### src/rtl/if_prefetch_unit_pkg.sv
// Shared fetch-stage constants: exception codes, reset PC and fetch FSM state encodings.
package if_prefetch_unit_pkg;

   localparam int EXC_CODE_WIDTH = 5;

   // Code 0 is the MIPS interrupt cause, so "no exception" needs its own reserved value.
   localparam logic [EXC_CODE_WIDTH-1:0] EC_NONE = 5'h1F;
   localparam logic [EXC_CODE_WIDTH-1:0] EC_INT  = 5'h00;
   localparam logic [EXC_CODE_WIDTH-1:0] EC_TLBL = 5'h02;
   localparam logic [EXC_CODE_WIDTH-1:0] EC_ADEL = 5'h04;

   localparam logic [31:0] DEFAULT_RESET_PC = 32'hBFC0_0000;

   localparam logic [1:0] ST_IDLE    = 2'd0;
   localparam logic [1:0] ST_REQ     = 2'd1;
   localparam logic [1:0] ST_DISCARD = 2'd2;
   localparam logic [1:0] ST_HALT    = 2'd3;

endpackage

### src/rtl/if_prefetch_unit_if.sv
// Fetch-stage bundle: redirect input, instruction-memory req/ack channel and the valid/ready link to ID.
interface if_prefetch_unit_if
   import if_prefetch_unit_pkg::*;
#(
   parameter int ADDR_W = 32,
   parameter int DATA_W = 32,
   parameter int EXC_W  = EXC_CODE_WIDTH
);
   logic              redirect_valid;
   logic [ADDR_W-1:0] redirect_pc;
   logic              imem_req;
   logic [ADDR_W-1:0] imem_addr;
   logic              imem_ack;
   logic [DATA_W-1:0] imem_rdata;
   logic [EXC_W-1:0]  mmu_exc_code;
   logic              has_int_from_cp0;
   logic              id_valid;
   logic              id_ready;
   logic [ADDR_W-1:0] id_pc;
   logic [DATA_W-1:0] id_inst;
   logic [EXC_W-1:0]  id_exc_code;

   modport master (
      input  redirect_valid, redirect_pc, imem_ack, imem_rdata, mmu_exc_code,
             has_int_from_cp0, id_ready,
      output imem_req, imem_addr, id_valid, id_pc, id_inst, id_exc_code
   );

   modport slave (
      output redirect_valid, redirect_pc, imem_ack, imem_rdata, mmu_exc_code,
             has_int_from_cp0, id_ready,
      input  imem_req, imem_addr, id_valid, id_pc, id_inst, id_exc_code
   );

endinterface

### src/rtl/if_prefetch_unit_fifo.sv
// Synchronous DEPTH x W queue with flush; head is a combinational read. Push when full / pop when empty are ignored.
module if_fifo #(
   parameter int DEPTH = 4,
   parameter int W     = 8
)(
   input  logic                       clk,
   input  logic                       rst_n,
   input  logic                       flush,
   input  logic                       push,
   input  logic [W-1:0]               push_dat,
   input  logic                       pop,
   output logic [W-1:0]               head_dat,
   output logic                       full,
   output logic                       empty,
   output logic [$clog2(DEPTH):0]     count
);
   localparam int PTR_W = $clog2(DEPTH);

   logic [W-1:0]   mem_q [DEPTH];
   logic [PTR_W:0] wr_q, wr_d;
   logic [PTR_W:0] rd_q, rd_d;

   assign count    = wr_q - rd_q;
   assign full     = (count == (PTR_W+1)'(DEPTH));
   assign empty    = (wr_q == rd_q);
   assign head_dat = mem_q[rd_q[PTR_W-1:0]];

   always_comb begin
      wr_d = wr_q;
      rd_d = rd_q;
      if (flush) begin
         wr_d = '0;
         rd_d = '0;
      end else begin
         if (push && !full) wr_d = wr_q + 1'b1;
         if (pop && !empty) rd_d = rd_q + 1'b1;
      end
   end

   always_ff @(posedge clk) begin
      if (!rst_n) begin
         wr_q <= '0;
         rd_q <= '0;
      end else begin
         wr_q <= wr_d;
         rd_q <= rd_d;
      end
   end

   always_ff @(posedge clk) begin
      if (push && !full && !flush) mem_q[wr_q[PTR_W-1:0]] <= push_dat;
   end

endmodule

### src/rtl/if_prefetch_unit.sv
// Instruction-fetch stage: PC register, single-outstanding imem req/ack master, prefetch queue toward ID.
// Redirect flushes the queue; misaligned PC and MMU faults become queued exception entries that halt fetch.
module if_prefetch_unit
   import if_prefetch_unit_pkg::*;
#(
   parameter int                 ADDR_W   = 32,
   parameter int                 DATA_W   = 32,
   parameter int                 DEPTH    = 4,
   parameter int                 EXC_W    = EXC_CODE_WIDTH,
   parameter logic [ADDR_W-1:0]  RESET_PC = ADDR_W'(DEFAULT_RESET_PC)
)(
   input logic                clk,
   input logic                rst_n,
   if_prefetch_unit_if.master bus
);
   localparam int ENT_W = ADDR_W + DATA_W + EXC_W;
   localparam int CNT_W = $clog2(DEPTH) + 1;
   localparam logic [EXC_W-1:0] XC_NONE = EXC_W'(EC_NONE);
   localparam logic [EXC_W-1:0] XC_INT  = EXC_W'(EC_INT);
   localparam logic [EXC_W-1:0] XC_ADEL = EXC_W'(EC_ADEL);

   logic [1:0]        state_q, state_d;
   logic [ADDR_W-1:0] pc_q, pc_d;
   logic              req_q, req_d;
   logic [ADDR_W-1:0] addr_q, addr_d;
   logic [ENT_W-1:0]  last_q, last_d;

   logic              fifo_push, fifo_pop, fifo_full, fifo_empty, slot_after;
   logic [ENT_W-1:0]  push_dat, head_dat, head_view;
   logic [CNT_W-1:0]  fifo_cnt;
   logic [ADDR_W-1:0] pc_inc;
   logic [EXC_W-1:0]  head_exc;

   if_fifo #(.DEPTH(DEPTH), .W(ENT_W)) u_fifo (
      .clk      (clk),
      .rst_n    (rst_n),
      .flush    (bus.redirect_valid),
      .push     (fifo_push),
      .push_dat (push_dat),
      .pop      (fifo_pop),
      .head_dat (head_dat),
      .full     (fifo_full),
      .empty    (fifo_empty),
      .count    (fifo_cnt)
   );

   assign fifo_pop   = !fifo_empty && bus.id_ready;
   assign pc_inc     = pc_q + ADDR_W'(4);
   // Only one request is ever outstanding, so count < DEPTH while in REQ; a same-cycle pop always frees a slot.
   assign slot_after = fifo_pop || (fifo_cnt < CNT_W'(DEPTH - 1));

   always_comb begin
      state_d   = state_q;
      pc_d      = pc_q;
      req_d     = req_q;
      addr_d    = addr_q;
      fifo_push = 1'b0;
      push_dat  = {pc_q, {DATA_W{1'b0}}, XC_ADEL};
      last_d    = fifo_pop ? head_dat : last_q;

      case (state_q)
         ST_IDLE: begin
            if (!fifo_full) begin
               if (pc_q[1:0] != 2'b00) begin
                  fifo_push = 1'b1;
                  state_d   = ST_HALT;
               end else begin
                  req_d   = 1'b1;
                  addr_d  = pc_q;
                  state_d = ST_REQ;
               end
            end
         end
         ST_REQ: begin
            if (bus.imem_ack) begin
               fifo_push = 1'b1;
               req_d     = 1'b0;
               if (bus.mmu_exc_code != XC_NONE) begin
                  push_dat = {addr_q, {DATA_W{1'b0}}, bus.mmu_exc_code};
                  state_d  = ST_HALT;
               end else begin
                  push_dat = {addr_q, bus.imem_rdata, XC_NONE};
                  pc_d     = pc_inc;
                  if (slot_after) begin
                     req_d  = 1'b1;
                     addr_d = pc_inc;
                  end else begin
                     state_d = ST_IDLE;
                  end
               end
            end
         end
         ST_DISCARD: begin
            if (bus.imem_ack) begin
               req_d   = 1'b0;
               state_d = ST_IDLE;
            end
         end
         default: ;
      endcase

      // A still-unacked request must finish in DISCARD so the memory never sees two outstanding.
      if (bus.redirect_valid) begin
         fifo_push = 1'b0;
         pc_d      = bus.redirect_pc;
         addr_d    = addr_q;
         if ((state_q == ST_REQ || state_q == ST_DISCARD) && !bus.imem_ack) begin
            req_d   = 1'b1;
            state_d = ST_DISCARD;
         end else begin
            req_d   = 1'b0;
            state_d = ST_IDLE;
         end
      end
   end

   always_ff @(posedge clk) begin
      if (!rst_n) begin
         state_q <= ST_IDLE;
         pc_q    <= RESET_PC;
         req_q   <= 1'b0;
         addr_q  <= RESET_PC;
         last_q  <= {{ADDR_W{1'b0}}, {DATA_W{1'b0}}, XC_NONE};
      end else begin
         state_q <= state_d;
         pc_q    <= pc_d;
         req_q   <= req_d;
         addr_q  <= addr_d;
         last_q  <= last_d;
      end
   end

   assign head_view = fifo_empty ? last_q : head_dat;
   assign head_exc  = head_view[EXC_W-1:0];

   assign bus.imem_req  = req_q;
   assign bus.imem_addr = addr_q;
   assign bus.id_valid  = !fifo_empty;
   assign bus.id_pc     = head_view[ENT_W-1 -: ADDR_W];

   // Interrupt tag is applied on the way out only, and never overrides a fault already in the entry.
   always_comb begin
      bus.id_exc_code = head_exc;
      bus.id_inst     = head_view[EXC_W +: DATA_W];
      if (!fifo_empty && head_exc == XC_NONE && bus.has_int_from_cp0) begin
         bus.id_exc_code = XC_INT;
         bus.id_inst     = '0;
      end
   end

endmodule
### src/flat_wrapper.sv
// flat-port wrapper written by rule: the top's interface ports become plain ports
module if_prefetch_unit_flat import if_prefetch_unit_pkg::*;
#(
   parameter int                 ADDR_W   = 32,
   parameter int                 DATA_W   = 32,
   parameter int                 DEPTH    = 4,
   parameter int                 EXC_W    = EXC_CODE_WIDTH,
   parameter logic [ADDR_W-1:0]  RESET_PC = ADDR_W'(DEFAULT_RESET_PC)
)
  (clk, rst_n, bus_redirect_valid, bus_redirect_pc, bus_imem_ack, bus_imem_rdata, bus_mmu_exc_code, bus_has_int_from_cp0, bus_id_ready, bus_imem_req, bus_imem_addr, bus_id_valid, bus_id_pc, bus_id_inst, bus_id_exc_code);
  if_prefetch_unit_if #(.ADDR_W(ADDR_W), .DATA_W(DATA_W), .EXC_W(EXC_W)) bus_i ();
  input logic clk;
  input logic rst_n;
  input wire logic [$bits(bus_i.redirect_valid)-1:0] bus_redirect_valid;
  input wire logic [$bits(bus_i.redirect_pc)-1:0] bus_redirect_pc;
  input wire logic [$bits(bus_i.imem_ack)-1:0] bus_imem_ack;
  input wire logic [$bits(bus_i.imem_rdata)-1:0] bus_imem_rdata;
  input wire logic [$bits(bus_i.mmu_exc_code)-1:0] bus_mmu_exc_code;
  input wire logic [$bits(bus_i.has_int_from_cp0)-1:0] bus_has_int_from_cp0;
  input wire logic [$bits(bus_i.id_ready)-1:0] bus_id_ready;
  output wire logic [$bits(bus_i.imem_req)-1:0] bus_imem_req;
  output wire logic [$bits(bus_i.imem_addr)-1:0] bus_imem_addr;
  output wire logic [$bits(bus_i.id_valid)-1:0] bus_id_valid;
  output wire logic [$bits(bus_i.id_pc)-1:0] bus_id_pc;
  output wire logic [$bits(bus_i.id_inst)-1:0] bus_id_inst;
  output wire logic [$bits(bus_i.id_exc_code)-1:0] bus_id_exc_code;
  assign bus_i.redirect_valid = bus_redirect_valid;
  assign bus_i.redirect_pc = bus_redirect_pc;
  assign bus_i.imem_ack = bus_imem_ack;
  assign bus_i.imem_rdata = bus_imem_rdata;
  assign bus_i.mmu_exc_code = bus_mmu_exc_code;
  assign bus_i.has_int_from_cp0 = bus_has_int_from_cp0;
  assign bus_i.id_ready = bus_id_ready;
  assign bus_imem_req = bus_i.imem_req;
  assign bus_imem_addr = bus_i.imem_addr;
  assign bus_id_valid = bus_i.id_valid;
  assign bus_id_pc = bus_i.id_pc;
  assign bus_id_inst = bus_i.id_inst;
  assign bus_id_exc_code = bus_i.id_exc_code;
  if_prefetch_unit #(.ADDR_W(ADDR_W), .DATA_W(DATA_W), .DEPTH(DEPTH), .EXC_W(EXC_W), .RESET_PC(RESET_PC)) u_core (.clk(clk), .rst_n(rst_n), .bus(bus_i));
endmodule
### config.mk
export PLATFORM = sky130hd
export DESIGN_NAME = if_prefetch_unit_flat
export DESIGN_NICKNAME = d
export VERILOG_FILES = /design/src/rtl/if_prefetch_unit_pkg.sv /design/src/rtl/if_prefetch_unit_if.sv /design/src/rtl/if_prefetch_unit_fifo.sv /design/src/rtl/if_prefetch_unit.sv /design/src/flat_wrapper.sv
export SDC_FILE = /design/constraint.sdc
export NUM_CORES = 1
export LEC_CHECK = 0
export ABC_CLOCK_PERIOD_IN_PS = 3600
export BUFFER_PORTS_ARGS = -buffer_cell sky130_fd_sc_hd__buf_2
export CAP_MARGIN = 20
export CELL_PAD_IN_SITES_DETAIL_PLACEMENT = 1
export CELL_PAD_IN_SITES_GLOBAL_PLACEMENT = 2
export CORE_UTILIZATION = 35
export DETAILED_ROUTE_END_ITERATION = 6
export GPL_TIMING_DRIVEN = 0
export PLACE_DENSITY_LB_ADDON = 0.3
export SLEW_MARGIN = 20
export SYNTH_ARGS = -nofsm -noshare
export SYNTH_HDL_FRONTEND = slang
export SYNTH_SLANG_ARGS = --single-unit
### constraint.sdc
create_clock -name clk -period 3.6 [get_ports clk]
set_input_delay 0.18 -clock clk [delete_from_list [all_inputs] [get_ports clk]]
set_output_delay 0.18 -clock clk [all_outputs]
set_load 0.01 [all_outputs]
==> metrics.md <==
| Metric | Value |
|---|---|
| Cell family with most CP delay | buffers and inverters |
| Dpl cells | ~2300 |
| Fin nets | 1837 |
| Vias per cell | 5.20 |
| Port Buffer Count | ~180 |
| Initial Util | 35.7% |
| Period utilisation layout | 94.7% |
| Seq/Total Area, Yosys | between 60% and 70% |
| Vias in the first global route | 13100 |
| Placer Congestion | about 0.83 |
| DRT Pass-1 Iters | 5 |
| Max Cap Viol | 0 |
| Post-synthesis mux area share | 11.3% |
| Crit start category | flop |
| Setup TNS | 0 ns |
| Later-pin clock latency in the skew report | 0.59 ns |
| CP max stage cell | dfxtp_1 |
| Synthesis-stage register bit count | 420 |
| Adder-Cell Fraction of Synth Area | 0.874% |
| CTS root buf | clkbuf_16 |
| DR WL/cell | 22.1 µm |
| Critical path class | reg2out |
| Buffer and inverter count on the worst path | 5 |
| Initial antenna violation count | 1 |
| Clk sinks | between 400 and 500 |
| # setup viols final | 0 |
| Synth async-reset ratio | 0% |
| Setup crit end kind | output pin |
| Die Wd | around 230 µm |
| Core box area | 50500 µm² |
| Syn_nets | 1553 |
| CP dominant cell by count | buf_2 |
| Grt ovf | 0 |
| Leak pwr | approximately 0.0076 µW |
| CTS H-tree depth | 2 |
| Total track usage | 20.6% |
| CTS tree | built |
| CP cell instances | inv_1 -> ha_1 -> nand2_1 -> nor2_4 -> inv_2 -> mux2i_1 -> nor2b_1 -> buf_2 -> buf_2 -> a21oi_1 -> buf_2 |
| Area leader, netlist | edfxtp_1 |
| Avg Inst Size Synth | 12.3 µm² |
| Syn. warnings | 0 |
| Post-synth top area share | 45.9% |
| Ports | 178 |
| Worst hold path class | in2reg |
| Hpwl dp | 38.0 mm |
| Total power | 11400 µW |
| Data required, critical path | 3.42 ns |
| Worst EP arrival | 3.23 ns |
| Routed WL | 54.4 mm |
| Crit path time final | about 3.4 ns |
| Worst Max-Slew Pin Slew | approximately 1.0 ns |
| Clock transition at path regs | 0.06 ns |
| Worst VDD drop | 0.275 mV |
| Clk_skew | around 0.024 ns |
| Initial drt markers | 810 |
| Pwr/cell area | 517 nW/µm² |
| Outcome | complete, no violations |
| N_diodes | 0 |
| Routed Antenna Nets | 0 |
| Num CTS Buffers | 46 |
| FP Rows | 82 |
| Ys flop type | edfxtp_1 |
| Fin. Hold Viols | 0 |
| RSZ-0062 raised after global routing | false |
| Max Fclk | just under 0.3 GHz |
| Worst-path fanout max | 10 |
| Die Ht | between 200 and 250 µm |
| Synth unique cells | 54 |
| Syn Inst Count | 1466 |
| DIE AREA | 52400 µm² |
| First-pass GRT wire length | between 80 and 90 mm |
| Post-synth EDFFs | 276 |
| Layout overhead on the synthesized area | 22.1% |
| Synth Area in XOR/XNOR | 2.65% |
| Max incr delay on CP | 0.40 ns |
| Drt drc | 0 |
| Total vias in the final route | 12800 |
| Max_slew headroom | between 30 and 40% |
| Final Max Tran Viols | 0 |
| Mapped Area | 18000 µm² |
| Largest family of logic cells by synthesized area | simple AND/OR/NAND/NOR gates |
| Synth area leaders | edfxtp_1 (46%), dfxtp_1 (16%), mux4_2 (8.6%) |
| Largest net degree at the start of global routing | 44 |
| CTS Buffer Depth | 3 |
| Final instance area | approximately 22000 µm² |
| Final std cells w/o fill | 2460 |
| Share of layout cells above drive strength 1 | 22.8% |
| Complex-gate fraction of the synthesized area | 6.84% |
| Area after DPL | 19900 µm² |
| Filler Cell Count | 5469 |
| Synth Area in Simple Gates | 13.7% |
final timing paths:
kind         cells past startpoint  slack, ns                    endpoint             startpoint
max                             11       0.19             bus_id_inst[24]  u_core.u_fifo.wr_q[0]
min                              2       0.02   u_core.u_fifo.mem_q[1][7]      bus_imem_rdata[2]
max reg2reg                      8       0.42  u_core.u_fifo.mem_q[3][47]  u_core.u_fifo.wr_q[0]
min reg2reg                      2       0.45            u_core.last_q[8]       u_core.last_q[8]
placed cells by master, fill, tap and decap left out, drive strengths merged, types with 3 or more instances in the layout:
master       synthesis  layout
clkinv               1      13
clkbuf              69     132
mux2i               12      12
xnor2               16      16
dfxtp              144     144
nor2                51      51
bufinv               0       6
ha                  11      11
inv                 13      15
a22oi                6       6
nand3               31      31
a21oi              134     134
or3                  4       4
clkinvlp             0       3
mux2                32      32
buf                 38     221
a211oi              30      30
mux4                69      69
nor4                10      10
and4                 6       6
edfxtp             276     276
nand2              332     332
a311oi               8       8
xor2                36      36
nor4b                7       7
nand4               25      25
nor2b                4       4
and3                41      41
dlygate4sd3          0      53
nor3                11      11
and2                 8       8
o211ai               5       5
o21ai               17      17
metal layers:
| layer | wire length (µm) | track usage [%] |
|---|---|---|
| met5 | 0 | 0 |
| met4 | 1280 | 6.25 |
| met3 | 2450 | 2.96 |
| met2 | 25600 | 33.1 |
| met1 | 25000 | 28.9 |
through the flow:
stage               setup slack [ns]  hold WS, ns  util [%]
detailed placement             0.249        0.424      39.4
floorplan                      0.583        0.324         -
finish                         0.191       0.0218      43.6
global placement              -0.311        0.415      39.2
CTS                           0.0262       0.0131      43.6
global route                  0.0698       0.0373      43.6
sequential cells by signal, summed over array words and instances (netlist names), named ones only:
register              flops
u_core.bus.imem_addr     32
u_core.bus.imem_req       1
u_core.last_q            69
u_core.pc_q              32
u_core.state_q            2
u_core.u_fifo.mem_q     276
u_core.u_fifo.rd_q        3
u_core.u_fifo.wr_q        3
what timing repair did:
action | 4_1_cts | 5_1_grt
hold buffers | 53 | 0
endpoints found under the setup margin | 56 | 20
hold endpoints to repair | 116 | 0
setup buffers | 0 | 0
gates resized for setup | 3 | 6
cell type report:
type | instances | area [µm²] | share of cell area, %
multi-input cells | 925 | 6400 | 29.1
repair buffers | 236 | 1550 | 7.05
flip-flops and latches | 420 | 11200 | 50.7
inverters | 14 | 52.6 | 0.239
clock inverters | 23 | 284 | 1.29
well taps | 672 | 841 | 3.82
clock buffers | 63 | 1270 | 5.79
plain buffers | 107 | 445 | 2.02
report_power, final:
part	switching, µW	leakage [µW]	internal [µW]
combinational	679	0.00342	418
clock	1960	0.000753	2920
sequential	111	0.00348	5300
total	2740	0.00765	8640
cell usage after synthesis, types with 9 or more instances:
master and n:
mux2i_1 12, and3_1 41, clkbuf_1 69, inv_1 12
xnor2_1 16, nand2_1 332, a21oi_1 134, nand3_1 30
mux2_2 32, mux4_2 69, edfxtp_1 276, buf_2 32
o21ai_0 16, a211oi_1 30, nand4_1 23, xor2_1 36
dfxtp_1 144, nor2_1 51, nor3_1 9, ha_1 11
kinds of logic after synthesis:
logic type,after synthesis
xor+xnor,53
compound gates,211
mux,113
simple gates,536
flops,420
fa+ha+maj,12
buf+inv,121
Power figures use the tool's default switching activity.
